[config.mk]
export PLATFORM = sky130hd
export DESIGN_NAME = booth_op_sequencer
export DESIGN_NICKNAME = d
export VERILOG_FILES = /design/src/rtl/booth_pkg.sv /design/src/rtl/booth_op_fifo.sv /design/src/rtl/booth_op_sequencer.sv
export SDC_FILE = /design/constraint.sdc
export NUM_CORES = 1
export LEC_CHECK = 0
export BUFFER_PORTS_ARGS = -buffer_cell sky130_fd_sc_hd__buf_4
export CAP_MARGIN = 20
export CORE_ASPECT_RATIO = 1.2
export CORE_MARGIN = 2
export CORE_UTILIZATION = 50
export CTS_CLUSTER_DIAMETER = 120
export DETAILED_ROUTE_END_ITERATION = 16
export GPL_TIMING_DRIVEN = 0
export PLACE_DENSITY = 0.74
export SYNTH_ARGS = -nofsm -noshare
export SYNTH_HDL_FRONTEND = slang
export SYNTH_SLANG_ARGS = --single-unit
[constraint.sdc]
create_clock -name clk -period 2.4 [get_ports clk]
set_clock_uncertainty 0.1 [all_clocks]
set_input_delay 0 -clock clk [delete_from_list [all_inputs] [get_ports clk]]
set_output_delay 0 -clock clk [all_outputs]
set_load 0.02 [all_outputs]
[src/rtl/booth_pkg.sv]
// Shared definitions for the Booth multiplier feeder: FSM encoding,
// default operand width and the watchdog limit formula.
package booth_pkg;

  localparam int unsigned N_DEFAULT = 16;

  typedef enum logic [2:0] {
    IDLE    = 3'd0,
    ISSUE   = 3'd1,
    LOADM   = 3'd2,
    LOADQ   = 3'd3,
    WAIT    = 3'd4,
    CAPTURE = 3'd5,
    FLUSH   = 3'd6
  } state_t;

  // Cycles allowed from start to done before the core is declared hung.
  function automatic int unsigned tmo_cycles(input int unsigned n);
    return 2 * n + 8;
  endfunction

endpackage

[src/rtl/booth_op_fifo.sv]
// Synchronous operand-pair FIFO with extra-MSB pointers; read data is the
// current head, taken straight from storage.
module booth_op_fifo #(
  parameter int unsigned W     = 32,
  parameter int unsigned DEPTH = 4
) (
  input  logic         clk,
  input  logic         rst,
  input  logic         push_i,
  input  logic         pop_i,
  input  logic [W-1:0] wdata_i,
  output logic [W-1:0] rdata_o,
  output logic         full_o,
  output logic         empty_o
);

  localparam int unsigned AW = $clog2(DEPTH);
  localparam int unsigned PW = AW + 1;

  logic [W-1:0]  mem_q [DEPTH];
  logic [PW-1:0] wr_ptr_q, wr_ptr_d;
  logic [PW-1:0] rd_ptr_q, rd_ptr_d;
  logic          do_push;
  logic          do_pop;

  assign full_o  = (wr_ptr_q[AW] != rd_ptr_q[AW]) &&
                   (wr_ptr_q[AW-1:0] == rd_ptr_q[AW-1:0]);
  assign empty_o = (wr_ptr_q == rd_ptr_q);
  assign rdata_o = mem_q[rd_ptr_q[AW-1:0]];

  assign do_push = push_i && !full_o;
  assign do_pop  = pop_i && !empty_o;

  always_comb begin
    wr_ptr_d = wr_ptr_q;
    rd_ptr_d = rd_ptr_q;
    if (do_push) wr_ptr_d = wr_ptr_q + PW'(1);
    if (do_pop)  rd_ptr_d = rd_ptr_q + PW'(1);
  end

  always_ff @(posedge clk) begin
    if (rst) begin
      wr_ptr_q <= '0;
      rd_ptr_q <= '0;
    end else begin
      wr_ptr_q <= wr_ptr_d;
      rd_ptr_q <= rd_ptr_d;
    end
  end

  // Storage is not reset; only the pointers define occupancy.
  always_ff @(posedge clk) begin
    if (do_push) mem_q[wr_ptr_q[AW-1:0]] <= wdata_i;
  end

endmodule

[src/rtl/booth_op_sequencer.sv]
// Feeder for the Booth multiplier core: queues operand pairs, sequences the
// core's shared operand bus, captures the product and holds it for the consumer.
module booth_op_sequencer
  import booth_pkg::*;
#(
  parameter int unsigned N     = N_DEFAULT,
  parameter int unsigned DEPTH = 4,
  parameter int unsigned TMO   = tmo_cycles(N)
) (
  input  logic           clk,
  input  logic           rst,
  input  logic           op_valid,
  output logic           op_ready,
  input  logic [N-1:0]   op_m,
  input  logic [N-1:0]   op_q,
  output logic           mul_start,
  output logic [N-1:0]   mul_data,
  output logic           mul_rst,
  input  logic           mul_done,
  input  logic [2*N-1:0] mul_prod,
  output logic           res_valid,
  input  logic           res_ready,
  output logic [2*N-1:0] res_prod,
  output logic           res_err
);

  localparam int unsigned WDW = $clog2(TMO + 1);

  state_t           state_q, state_d;
  logic [N-1:0]     m_q, m_d;
  logic [N-1:0]     q_q, q_d;
  logic [WDW-1:0]   wd_q, wd_d;
  logic             res_valid_q, res_valid_d;
  logic [2*N-1:0]   res_prod_q, res_prod_d;
  logic             res_err_q, res_err_d;
  logic             mul_start_q, mul_start_d;
  logic [N-1:0]     mul_data_q, mul_data_d;
  logic             mul_rst_q, mul_rst_d;

  logic             fifo_full;
  logic             fifo_empty;
  logic [2*N-1:0]   fifo_rdata;
  logic             fifo_push;
  logic             fifo_pop;

  assign fifo_push = op_valid && !fifo_full;
  assign fifo_pop  = (state_q == ISSUE);
  assign op_ready  = !fifo_full;

  booth_op_fifo #(
    .W     (2 * N),
    .DEPTH (DEPTH)
  ) u_fifo (
    .clk     (clk),
    .rst     (rst),
    .push_i  (fifo_push),
    .pop_i   (fifo_pop),
    .wdata_i ({op_m, op_q}),
    .rdata_o (fifo_rdata),
    .full_o  (fifo_full),
    .empty_o (fifo_empty)
  );

  // Next state, operand latch, watchdog and result register.
  always_comb begin
    state_d     = state_q;
    m_d         = m_q;
    q_d         = q_q;
    wd_d        = wd_q;
    res_valid_d = res_valid_q;
    res_prod_d  = res_prod_q;
    res_err_d   = res_err_q;

    if (res_valid_q && res_ready) res_valid_d = 1'b0;

    case (state_q)
      IDLE: begin
        if (!fifo_empty && !res_valid_q) begin
          state_d = ISSUE;
          m_d     = fifo_rdata[2*N-1:N];
          q_d     = fifo_rdata[N-1:0];
        end
      end
      ISSUE: state_d = LOADM;
      LOADM: state_d = LOADQ;
      LOADQ: begin
        wd_d    = '0;
        state_d = WAIT;
      end
      WAIT: begin
        if (wd_q != {WDW{1'b1}}) wd_d = wd_q + WDW'(1);
        // Result is written on the edge into CAPTURE so it is visible there.
        if (mul_done) begin
          state_d     = CAPTURE;
          res_valid_d = 1'b1;
          res_prod_d  = mul_prod;
          res_err_d   = 1'b0;
        end else if (wd_q == WDW'(TMO)) begin
          state_d     = CAPTURE;
          res_valid_d = 1'b1;
          res_prod_d  = '0;
          res_err_d   = 1'b1;
        end
      end
      CAPTURE: state_d = FLUSH;
      FLUSH:   state_d = IDLE;
      default: state_d = IDLE;
    endcase

    // Core-facing outputs are registered from the state being entered.
    mul_start_d = (state_d == ISSUE);
    mul_rst_d   = (state_d == FLUSH);
    case (state_d)
      ISSUE, LOADM: mul_data_d = m_d;
      LOADQ, WAIT:  mul_data_d = q_d;
      default:      mul_data_d = '0;
    endcase
  end

  always_ff @(posedge clk) begin
    if (rst) begin
      state_q     <= IDLE;
      m_q         <= '0;
      q_q         <= '0;
      wd_q        <= '0;
      res_valid_q <= 1'b0;
      res_prod_q  <= '0;
      res_err_q   <= 1'b0;
      mul_start_q <= 1'b0;
      mul_data_q  <= '0;
      mul_rst_q   <= 1'b1;
    end else begin
      state_q     <= state_d;
      m_q         <= m_d;
      q_q         <= q_d;
      wd_q        <= wd_d;
      res_valid_q <= res_valid_d;
      res_prod_q  <= res_prod_d;
      res_err_q   <= res_err_d;
      mul_start_q <= mul_start_d;
      mul_data_q  <= mul_data_d;
      mul_rst_q   <= mul_rst_d;
    end
  end

  assign mul_start = mul_start_q;
  assign mul_data  = mul_data_q;
  assign mul_rst   = mul_rst_q;
  assign res_valid = res_valid_q;
  assign res_prod  = res_prod_q;
  assign res_err   = res_err_q;

endmodule

==> results of run 1 <==
==> kinds of logic after synthesis <==
logic type / share of synthesized area, %
AO/OA/AOI/OAI: 6.027
XOR/XNOR: 1.060
adder cells (fa/ha/maj): 1.060
buffers and inverters: 2.408
flip-flops: 70.99
multiplexers: 12.72
AND/OR/NAND/NOR: 5.739
==> state kept, by name (all words and copies together) (netlist names), named ones only <==
register,count
m_q,16
mul_rst,1
u_fifo.rd_ptr_q,3
wd_q,6
res_prod,32
res_err,1
res_valid,1
u_fifo.wr_ptr_q,3
mul_start,1
state_q,3
q_q,16
u_fifo.mem_q,128
mul_data,16
==> worst max path at each step <==
stage	slack, ns	to	start
2_1_floorplan	0.11	u_fifo.mem_q[3][0]$_DFFE_PP_	u_fifo.wr_ptr_q[0]$_SDFFE_PP0P_
3_3_place_gp	-0.63	u_fifo.mem_q[3][20]$_DFFE_PP_	u_fifo.wr_ptr_q[0]$_SDFFE_PP0P_
3_5_place_dp	0.13	mul_data[8]$_SDFF_PP0_	wd_q[0]$_SDFFE_PP0P_
4_1_cts	0.1	mul_data[8]$_SDFF_PP0_	wd_q[0]$_SDFFE_PP0P_
5_1_grt	0.03	mul_data[2]$_SDFF_PP0_	register
6_report	0.19	mul_data[2]$_SDFF_PP0_	register
==> layer usage <==
layer | part of all wire, % | wire length (um) | vias up | track usage (%)
met2 | 53 | 9560 | 184 | 37.76
li1 | - | - | 2423 | -
met4 | 1.9 | 353 | 0 | 5.566
met1 | 39 | 7049 | 2564 | 24.22
met3 | 6.7 | 1225 | 37 | 3.997
met5 | 0 | 0 | - | 0
==> placed cells by master (no fill, tap or decap), types with 5 or more instances in the layout <==
cell type and n:
inv_1 7, dfxtp_1 101, clkbuf_16 24, nand2b_1 5
o22ai_1 16, xnor2_1 6, clkbuf_1 22, buf_4 122
a21oi_1 7, mux2i_1 33, buf_2 7, ha_1 7
nor2_1 77, edfxtp_1 128, mux4_2 32, buf_12 6
dlygate4sd3_1 68, a22oi_1 33
==> power by group <==
part	switching (uW)	leakage, uW	internal [uW]
Combinational	930	0.00169	846
Clock	1390	0.000371	2170
Sequential	126	0.00200	4500
==> metrics by stage <==
step	hold WS, ns	instance area (um2)	worst slack [ns]
finish	0.1396	10970	0.1850
global route	0.1392	10970	0.02506
CTS	0.1227	10960	0.09898
detailed placement	0.1013	9522	0.1334
global placement	0.09921	9437	-0.6347
floorplan	-0.001131	8263	0.1059
==> layout make-up <==
cell class                      count  area (um2)
Sequential cell                   229        5866
Fill cell                        1116        5241
Multi-Input combinational cell    260        2208
Timing Repair Buffer              193        1669
Clock buffer                       30       633.1
Tap cell                          212       265.3
Buffer                             29       172.7
Clock inverter                     10       126.4
Inverter                            7       26.28
==> repair_timing <==
action                     in CTS  in global routing
hold buffers                   68                  0
gates resized for setup         0                  1
hold endpoints to repair      171                  0
setup endpoints to repair       0                 33
==> results by group, run 1 <==
Setup path
  – RR Endpoint: mul_data[2]$_SDFF_PP0_
  – Worst reg-to-reg setup slack: 0.19 ns
  – Delay-heaviest family, CP: multiplexers
  – Critical-path cell list: clkbuf_1 -> buf_2 -> mux4_2 -> mux2i_1 -> o22ai_1
  – CP max-delay cell: mux4_2
  – CP Launch Type: register
  – Crit path capture type: register
  – CP max FO: 10
  – Crit Path Class: register to register
  – Critical Path Stages: 5
  – Worst r2r path cells: 5
  – Worst path required time: 2.65 ns
  – Buf/Inv on CP: 2
  – Max stage delay on crit path: 0.56 ns
  – Critical path data arrival time: 2.47 ns

Synth
  – Syn Nets: 601
  – Mean post-synth cell area: 15.74 um2
  – Area share of the largest cell type after synthesis: 46.52%
  – Syn Inst Count: 525
  – Post-Syn Area: 8263 um2
  – Seq/Total Area, Yosys: 70.99%
  – Synth warn: 0
  – Post-synth EDFFs: 128
  – Most frequent cell after synthesis: edfxtp_1
  – Async SR Flop Fraction: 0%
  – Synth area leader: edfxtp_1
  – Post-synthesis cell type count: 41
  – Top_reg_cell synth: edfxtp_1
  – Top cells by count, synth: 128 x edfxtp_1, 101 x dfxtp_1, 77 x nor2_1, 33 x a22oi_1, 33 x mux2i_1
  – Synth area leaders: edfxtp_1 47%, dfxtp_1 24%, mux4_2 8.7%, mux2i_1 4.0%, nor2_1 3.5%
  – Seq cells post-synth: 229

GRT
  – GR Overflow Total: 0
  – Largest net degree at the start of global routing: 33
  – First-pass GRT wire length: 27.62 mm
  – Vias in the first global route: 5394
  – Initial antenna violation count: 0
  – Total GRT Usage: 20.38%

Worst hold path
  – Hold depth: 2
  – Min-delay worst type: primary input to register
  – Hold endpoint: u_fifo.mem_q[0][6]$_DFFE_PP_
  – Min-delay src: op_q[6]

Placement
  – Number of cells after detailed placement: 862
  – Gpl congestion: 0.7932
  – PortBufs: 121
  – Hpwl dp: 11.09 mm

Run status
  – Status: completed

Finish
  – Layout cells sized above 1: 27.70%
  – Fin util: 67.66%
  – Fin nets: 818
  – Final cell count without fillers: 970
  – ANT cells: 0
  – Area growth syn-to-layout: 32.72%

STA
  – # setup viols final: 0
  – Max_slew headroom: 50.59%
  – Tcrit/Tclk final: 92.29%
  – Tmin final: 2.215 ns
  – Highest Clock Rate: 451.5 MHz
  – Setup TNS Final: 0 ns
  – Hold Vio Cnt, Final: 0
  – Worst-margin pin slew: 0.7412 ns
  – RSZ-0062 raised after global routing: false
  – Max Slew Vio Count: 0

Floorplan
  – Die ar.: 17570 um2
  – Die height: 144.8 um
  – Total I/O pin count: 122
  – Number of core rows: 51
  – CORE AREA: 16210 um2
  – Die width: 121.4 um
  – Starting Density: 50.98%

CTS
  – Longest Clk Path Bufs: 3
  – Clock Root Buffer: clkbuf_16
  – CTS buffer count: 22
  – Clock transition at path regs: 0.06 ns
  – Clk_lat worst skew: 0.50 ns
  – Setup bufs post-CTS: 0
  – Number of clock sinks: 229
  – H-Tree Level Count: 1
  – CTS tree: yes

Routing
  – DR vias: 5208
  – Avg WL per Cell: 18.75 um
  – Vias per Instance: 5.369
  – DRT iter0 DRCs: 360
  – DRC errors left: 0
  – Drt first pass iters: 5
  – Routed Antenna Nets: 0
  – Routed WL: 18.19 mm

Job
  – Max_cap viols: 0

Power and ir drop
  – Final total power: 9967 uW
  – Peak supply drop: 0.0007434 V
  – Power Density: 908.9 nW/um2
  – Leak: 0.004053 uW
Note: power is estimated with default switching activity, not from simulation.
==> run 2: changes to the inputs <==
Settings changed: RECOVER_POWER from default to 25.
==> run 2 against run 1 <==
Against the previous run: sequential cell count unchanged; utilization decreased by 0.63 points; power decreased by 0.33%; via count decreased by 0.31%; first-iteration DRC count decreased by 7.8%; fmax increased by 0.77%; cell area decreased by 0.92%; sequential share of layout area increased by 0.50 points; highest routed layer unchanged; setup slack improved by 0.017 ns; critical path depth unchanged; largest cell class unchanged; final cell count unchanged; worst hold slack improved by 0.025 ns.
==> results by group, run 2 (synthesized netlist as in run 1, its figures left out) <==
STA
  – Worst-margin pin slew: 0.7442 ns (+0.003085 ns)
  – Max Slew Vio Count: 0 (unchanged)
  – # setup viols final: 0 (unchanged)
  – Tmin final: 2.198 ns (-0.01696 ns)
  – Max_slew headroom: 50.38% (-0.21 points)
  – RSZ-0062 raised after global routing: false
  – Hold Vio Cnt, Final: 0 (unchanged)
  – Fin worst setup slack: 0.2020 ns (+0.01697 ns)
  – WHS: 0.1643 ns (+0.02475 ns)
  – Tcrit/Tclk final: 91.58% (-0.71 points)
  – Highest Clock Rate: 455.0 MHz (+0.77%)

Placement
  – Gpl congestion: 0.7932 (unchanged)
  – Hpwl dp: 11.09 mm (unchanged)
  – PortBufs: 121 (unchanged)
  – Pre-CTS WS: 0.1334 ns (unchanged)

Setup path
  – Crit path capture type: register
  – Critical path data arrival time: 2.46 ns (about the same)
  – CP max FO: 10 (unchanged)
  – Worst r2r path cells: 5 (unchanged)
  – Crit Path Class: register to register
  – CP Launch Type: register
  – Worst reg-to-reg setup slack: 0.20 ns (+0.02 ns)
  – Worst path required time: 2.66 ns (about the same)

CTS
  – Clk_lat worst skew: 0.50 ns (about the same)
  – Clock transition at path regs: 0.06 ns (about the same)
  – CTS tree: yes
  – Number of clock sinks: 229 (unchanged)
  – H-Tree Level Count: 1 (unchanged)
  – Clock Root Buffer: clkbuf_16
  – Longest Clk Path Bufs: 3 (unchanged)
  – CTS buffer count: 22 (unchanged)

GRT
  – Initial antenna violation count: 0 (unchanged)
  – Total GRT Usage: 20.38% (unchanged)
  – GR Overflow Total: 0 (unchanged)
  – First-pass GRT wire length: 27.62 mm (unchanged)
  – Largest net degree at the start of global routing: 33 (unchanged)
  – Vias in the first global route: 5394 (unchanged)

Power and ir drop
  – Leak: 0.003955 uW (-2.4%)
  – Power Density: 914.3 nW/um2 (+0.60%)
  – Peak supply drop: 0.0007355 V (-1.1%)

Run status
  – Status: completed

Routing
  – Drt first pass iters: 5 (unchanged)
  – DR vias: 5192 (-0.31%)
  – DRT iter0 DRCs: 332 (-7.8%)
  – Avg WL per Cell: 18.74 um (about the same)
  – Vias per Instance: 5.353 (-0.31%)
  – DRC errors left: 0 (unchanged)
  – Routed WL: 18.18 mm (about the same)
  – Routed Antenna Nets: 0 (unchanged)

Finish
  – Fin nets: 818 (unchanged)
  – Filler Cells Inserted: 1151 (+3.1%)
  – Commonest cells after routing, fill and taps aside: 128 x edfxtp_1, 101 x dfxtp_1, 95 x buf_4
  – ANT cells: 0 (unchanged)
  – Multi-input combinational cell area: 2208 um2 (unchanged)
  – Layout cells sized above 1: 24.14% (-3.6 points)
  – Max reg flops: 128 (unchanged)
  – Most common cell after layout, fill and taps aside: edfxtp_1
  – Area growth syn-to-layout: 31.50%
  – Register area: 5866 um2 (unchanged)

Job
  – Max_cap viols: 0 (unchanged)

Floorplan
  – CORE AREA: 16210 um2 (unchanged)
  – Total I/O pin count: 122 (unchanged)
  – Die height: 144.8 um (unchanged)
  – Die width: 121.4 um (unchanged)
  – Starting Density: 50.98% (unchanged)
  – Die ar.: 17570 um2 (unchanged)
  – Number of core rows: 51 (unchanged)

Worst hold path
  – Hold depth: 2 (unchanged)
  – Min-delay worst type: primary input to register
## run 2: changes by cell type in the layout (fill, tap and decap cells not counted), sizes merged
cell	previous run	this run
clkbuf	47	74
buf	137	110
## run 2: final cells by class
| cell class | instances | area share, % |
|---|---|---|
| buffer | 29 | 1.589 |
| clock buffer | 30 | 5.827 |
| clock inverter | 10 | 1.163 |
| inverter | 7 | 0.2418 |
| multi-input combinational | 260 | 20.32 |
| sequential | 229 | 53.98 |
| tap | 212 | 2.441 |
| timing repair buffer | 193 | 14.43 |
## run 2: critical path, cell delays in order (launching register included)
cell	delay [ns]
dfxtp_1	0.30
clkbuf_1	0.25
buf_2	0.42
mux4_2	0.56
mux2i_1	0.27
o22ai_1	0.15
## run 2: report_power, final
group	total, uW	leakage, uW	internal (uW)	switching (uW)
logic	1750	0.00159	827	922
registers	4620	0.00200	4500	126
clock network	3560	0.000371	2170	1390
## run 2: per-stage QoR
| stage | util, % | power [uW] | instance area (um2) | TNS [ns] | instances |
|---|---|---|---|---|---|
| floorplan | - | 5813 | 8263 | 0 | 525 |
| CTS | 67.63 | 10040 | 10960 | 0 | 970 |
| detailed placement | 58.75 | 6391 | 9522 | 0 | 862 |
| finish | 67.04 | 9935 | 10870 | 0 | 970 |
| global placement | 58.22 | 6317 | 9437 | -77.33 | 858 |
| global route | 67.04 | 10300 | 10870 | 0 | 970 |
## run 2: path summary, 6_finish.rpt
check / start / to
hold reg to reg: q_q[0]$_SDFF_PP0_ / q_q[0]$_SDFF_PP0_
hold / removal: op_q[14] / u_fifo.mem_q[3][14]$_DFFE_PP_
setup / recovery: register / mul_data[2]$_SDFF_PP0_
setup reg to reg: register / mul_data[2]$_SDFF_PP0_
## run 2: timing repair
item                                    in CTS  in global routing
endpoints found under the setup margin       0                 33
endpoints found under the hold margin      171                  0
hold buffers                                68                  0
resized for setup                            0                  1
buffers inserted                             0                  0
## run 2: routing by layer
layer  wire length [um]  track usage [%]
met1               7101            24.22
met2               9568            37.76
met3               1156            3.997
met4                350            5.566
met5                  0                0
==> run 3: changes to the inputs <==
Settings changed: GPL_TIMING_DRIVEN 0 to default.
==> run 3 against run 2 <==
Against the previous run: via count down 2.6%; worst hold slack better by 0.018 ns; die area unchanged; critical path type unchanged; largest power group unchanged; critical endpoint is now res_valid$_SDFF_PP0_; power down 2.4%; final cell count down 1.8%; register-to-register slack worse by 0.07 ns; first-iteration DRC count up 15%.
==> results by group, run 3 (synthesized netlist as in run 1, its figures left out) <==
STA
  – # setup viols final: 0 (unchanged)
  – Setup TNS Final: 0 ns (unchanged)
  – Tcrit/Tclk final: 94.36% (+2.8 points)
  – Max Slew Vio Count: 0 (unchanged)
  – WHS: 0.1824 ns (+0.01809 ns)
  – Worst-margin pin slew: 0.6549 ns (-0.08935 ns)
  – Hold Vio Cnt, Final: 0 (unchanged)
  – RSZ-0062 raised after global routing: false
  – Fin worst setup slack: 0.1354 ns (-0.06656 ns)
  – Highest Clock Rate: 441.6 MHz (-2.9%)
  – Max_slew headroom: 56.04% (+5.7 points)
  – Tmin final: 2.265 ns (+0.06656 ns)

Setup path
  – Critical path data arrival time: 2.60 ns (+0.14 ns)
  – Crit Path Class: register to register
  – CP max FO: 33 (+23)
  – Worst path required time: 2.74 ns (+0.08 ns)
  – Max stage delay on crit path: 0.56 ns (about the same)
  – Crit path capture type: register
  – CP max-delay cell: dlygate4sd3_1
  – Critical-path cell list: inv_1 -> ha_1 -> nor3b_1 -> o21ai_2 -> buf_4 -> a21oi_1 -> dlygate4sd3_1
  – CP Launch Type: register

GRT
  – Initial antenna violation count: 0 (unchanged)
  – GR Overflow Total: 0 (unchanged)
  – Vias in the first global route: 5264 (-2.4%)
  – Largest net degree at the start of global routing: 48 (+45%)
  – Total GRT Usage: 19.80% (-0.58 points)
  – First-pass GRT wire length: 27.10 mm (-1.9%)

Floorplan
  – Starting Density: 50.98% (unchanged)
  – Die ar.: 17570 um2 (unchanged)
  – Total I/O pin count: 122 (unchanged)
  – Die width: 121.4 um (unchanged)
  – Number of core rows: 51 (unchanged)
  – Die height: 144.8 um (unchanged)
  – CORE AREA: 16210 um2 (unchanged)

Routing
  – DRC errors left: 0 (unchanged)
  – Met2 wire length: 8.945 mm (-6.5%)
  – Highest metal layer with signal wires: met4
  – Avg WL per Cell: 18.10 um (-3.4%)
  – Routed Antenna Nets: 0 (unchanged)
  – Drt first pass iters: 4 (-1)
  – DR vias: 5056 (-2.6%)
  – Met1 Wirelength: 6.945 mm (-2.2%)
  – Routed WL: 17.25 mm (-5.1%)
  – Met3 Wirelength: 1.049 mm (-9.3%)
  – DRT iter0 DRCs: 383 (+15%)
  – Vias per Instance: 5.305 (-0.88%)

Finish
  – Most common cell after layout, fill and taps aside: edfxtp_1
  – Area growth syn-to-layout: 30.19%
  – Filler Cells Inserted: 1122 (-2.5%)
  – Layout cells sized above 1: 24.43% (+0.28 points)
  – Fin nets: 801 (-2.1%)
  – Multi-input combinational cell area: 2222 um2 (+0.62%)
  – ANT cells: 0 (unchanged)
  – Max reg flops: 128 (unchanged)
  – Register area: 5867 um2 (about the same)
  – Commonest cells after routing, fill and taps aside: 128 x edfxtp_1, 106 x buf_4, 100 x dfxtp_1

CTS
  – Longest Clk Path Bufs: 3 (unchanged)
  – Clk_lat worst skew: 0.49 ns (about the same)
  – CTS buffer count: 22 (unchanged)
  – Number of clock sinks: 229 (unchanged)
  – Clock transition at path regs: 0.06 ns (about the same)
  – H-Tree Level Count: 1 (unchanged)
  – Clock Root Buffer: clkbuf_16
  – CTS tree: yes

Placement
  – Pre-CTS WS: 0.3050 ns (+0.1716 ns)
  – Gpl congestion: 0.7231 (-8.8%)
  – Hpwl dp: 10.27 mm (-7.4%)
  – PortBufs: 121 (unchanged)

Power and ir drop
  – Power Density: 901.7 nW/um2 (-1.4%)
  – Peak supply drop: 0.0006822 V (-7.2%)
  – Leak: 0.003919 uW (-0.90%)
  – Final total power: 9700 uW (-2.4%)

Run status
  – Status: completed

Worst hold path
  – Min-delay worst type: primary input to register

Job
  – Max_cap viols: 0 (unchanged)
run 3: cell types whose count changed in the layout (fill, tap and decap cells not counted), moves of 2 or more:
cell,change
clkbuf_1,-16
and2_2,-4
buf_2,-7
clkbuf_8,+2
clkinv_1,-2
and2_1,+4
buf_12,-3
buf_4,+11
run 3: through the flow:
stage	utilization [%]	std cells	area, um2
3_5_place_dp	58.21	844	9434
6_report	66.37	953	10760
3_3_place_gp	58.21	844	9434
4_1_cts	66.97	953	10850
2_1_floorplan	-	525	8263
5_1_grt	66.37	953	10760
run 3: per-layer routing:
layer	track usage, %	up-vias
met2	36.19	154
met3	3.723	32
met1	24.26	2482
li1	-	2388
met4	5.021	0
met5	0	-
run 3: timing repair:
action / in CTS / in global routing
hold buffers: 69 / 0
endpoints found under the hold margin: 201 / 0
gates resized for setup: 0 / 1
endpoints found under the setup margin: 0 / 1
setup buffers: 0 / 0
run 3: worst paths after layout:
kind | start | endpoint | slack (ns) | cells past startpoint
max | wd_q[0]$_SDFFE_PP0P_ | res_valid$_SDFF_PP0_ | 0.14 | 7
min | op_m[14] | u_fifo.mem_q[0][30]$_DFFE_PP_ | 0.18 | 2
max reg2reg | wd_q[0]$_SDFFE_PP0P_ | res_valid$_SDFF_PP0_ | 0.14 | 7
min reg2reg | m_q[9]$_SDFF_PP0_ | m_q[9]$_SDFF_PP0_ | 0.39 | 2
run 3: final cells by class:
type / count / area share [%]
clock buffer: 32 / 5.943
clock inverter: 8 / 0.8374
inverter: 7 / 0.2442
multi-input combinational: 260 / 20.66
sequential: 229 / 54.54
tap: 212 / 2.466
timing repair buffer: 205 / 15.32
run 3: critical path: cells and delay by family (launching register included):
kind	cells	cell delay [ns]
AOI/OAI and AO/OA	2	0.26
adders and majority gates	1	0.14
buffers and inverters	3	0.91
DFF	1	0.34
and+or+nand+nor	1	0.45
run 3: report_power, final:
part           switching [uW]  internal [uW]  total, uW
Sequential                140           4500       4640
Combinational             867            771       1640
Clock                    1360           2060       3420
Total                    2370           7330       9700
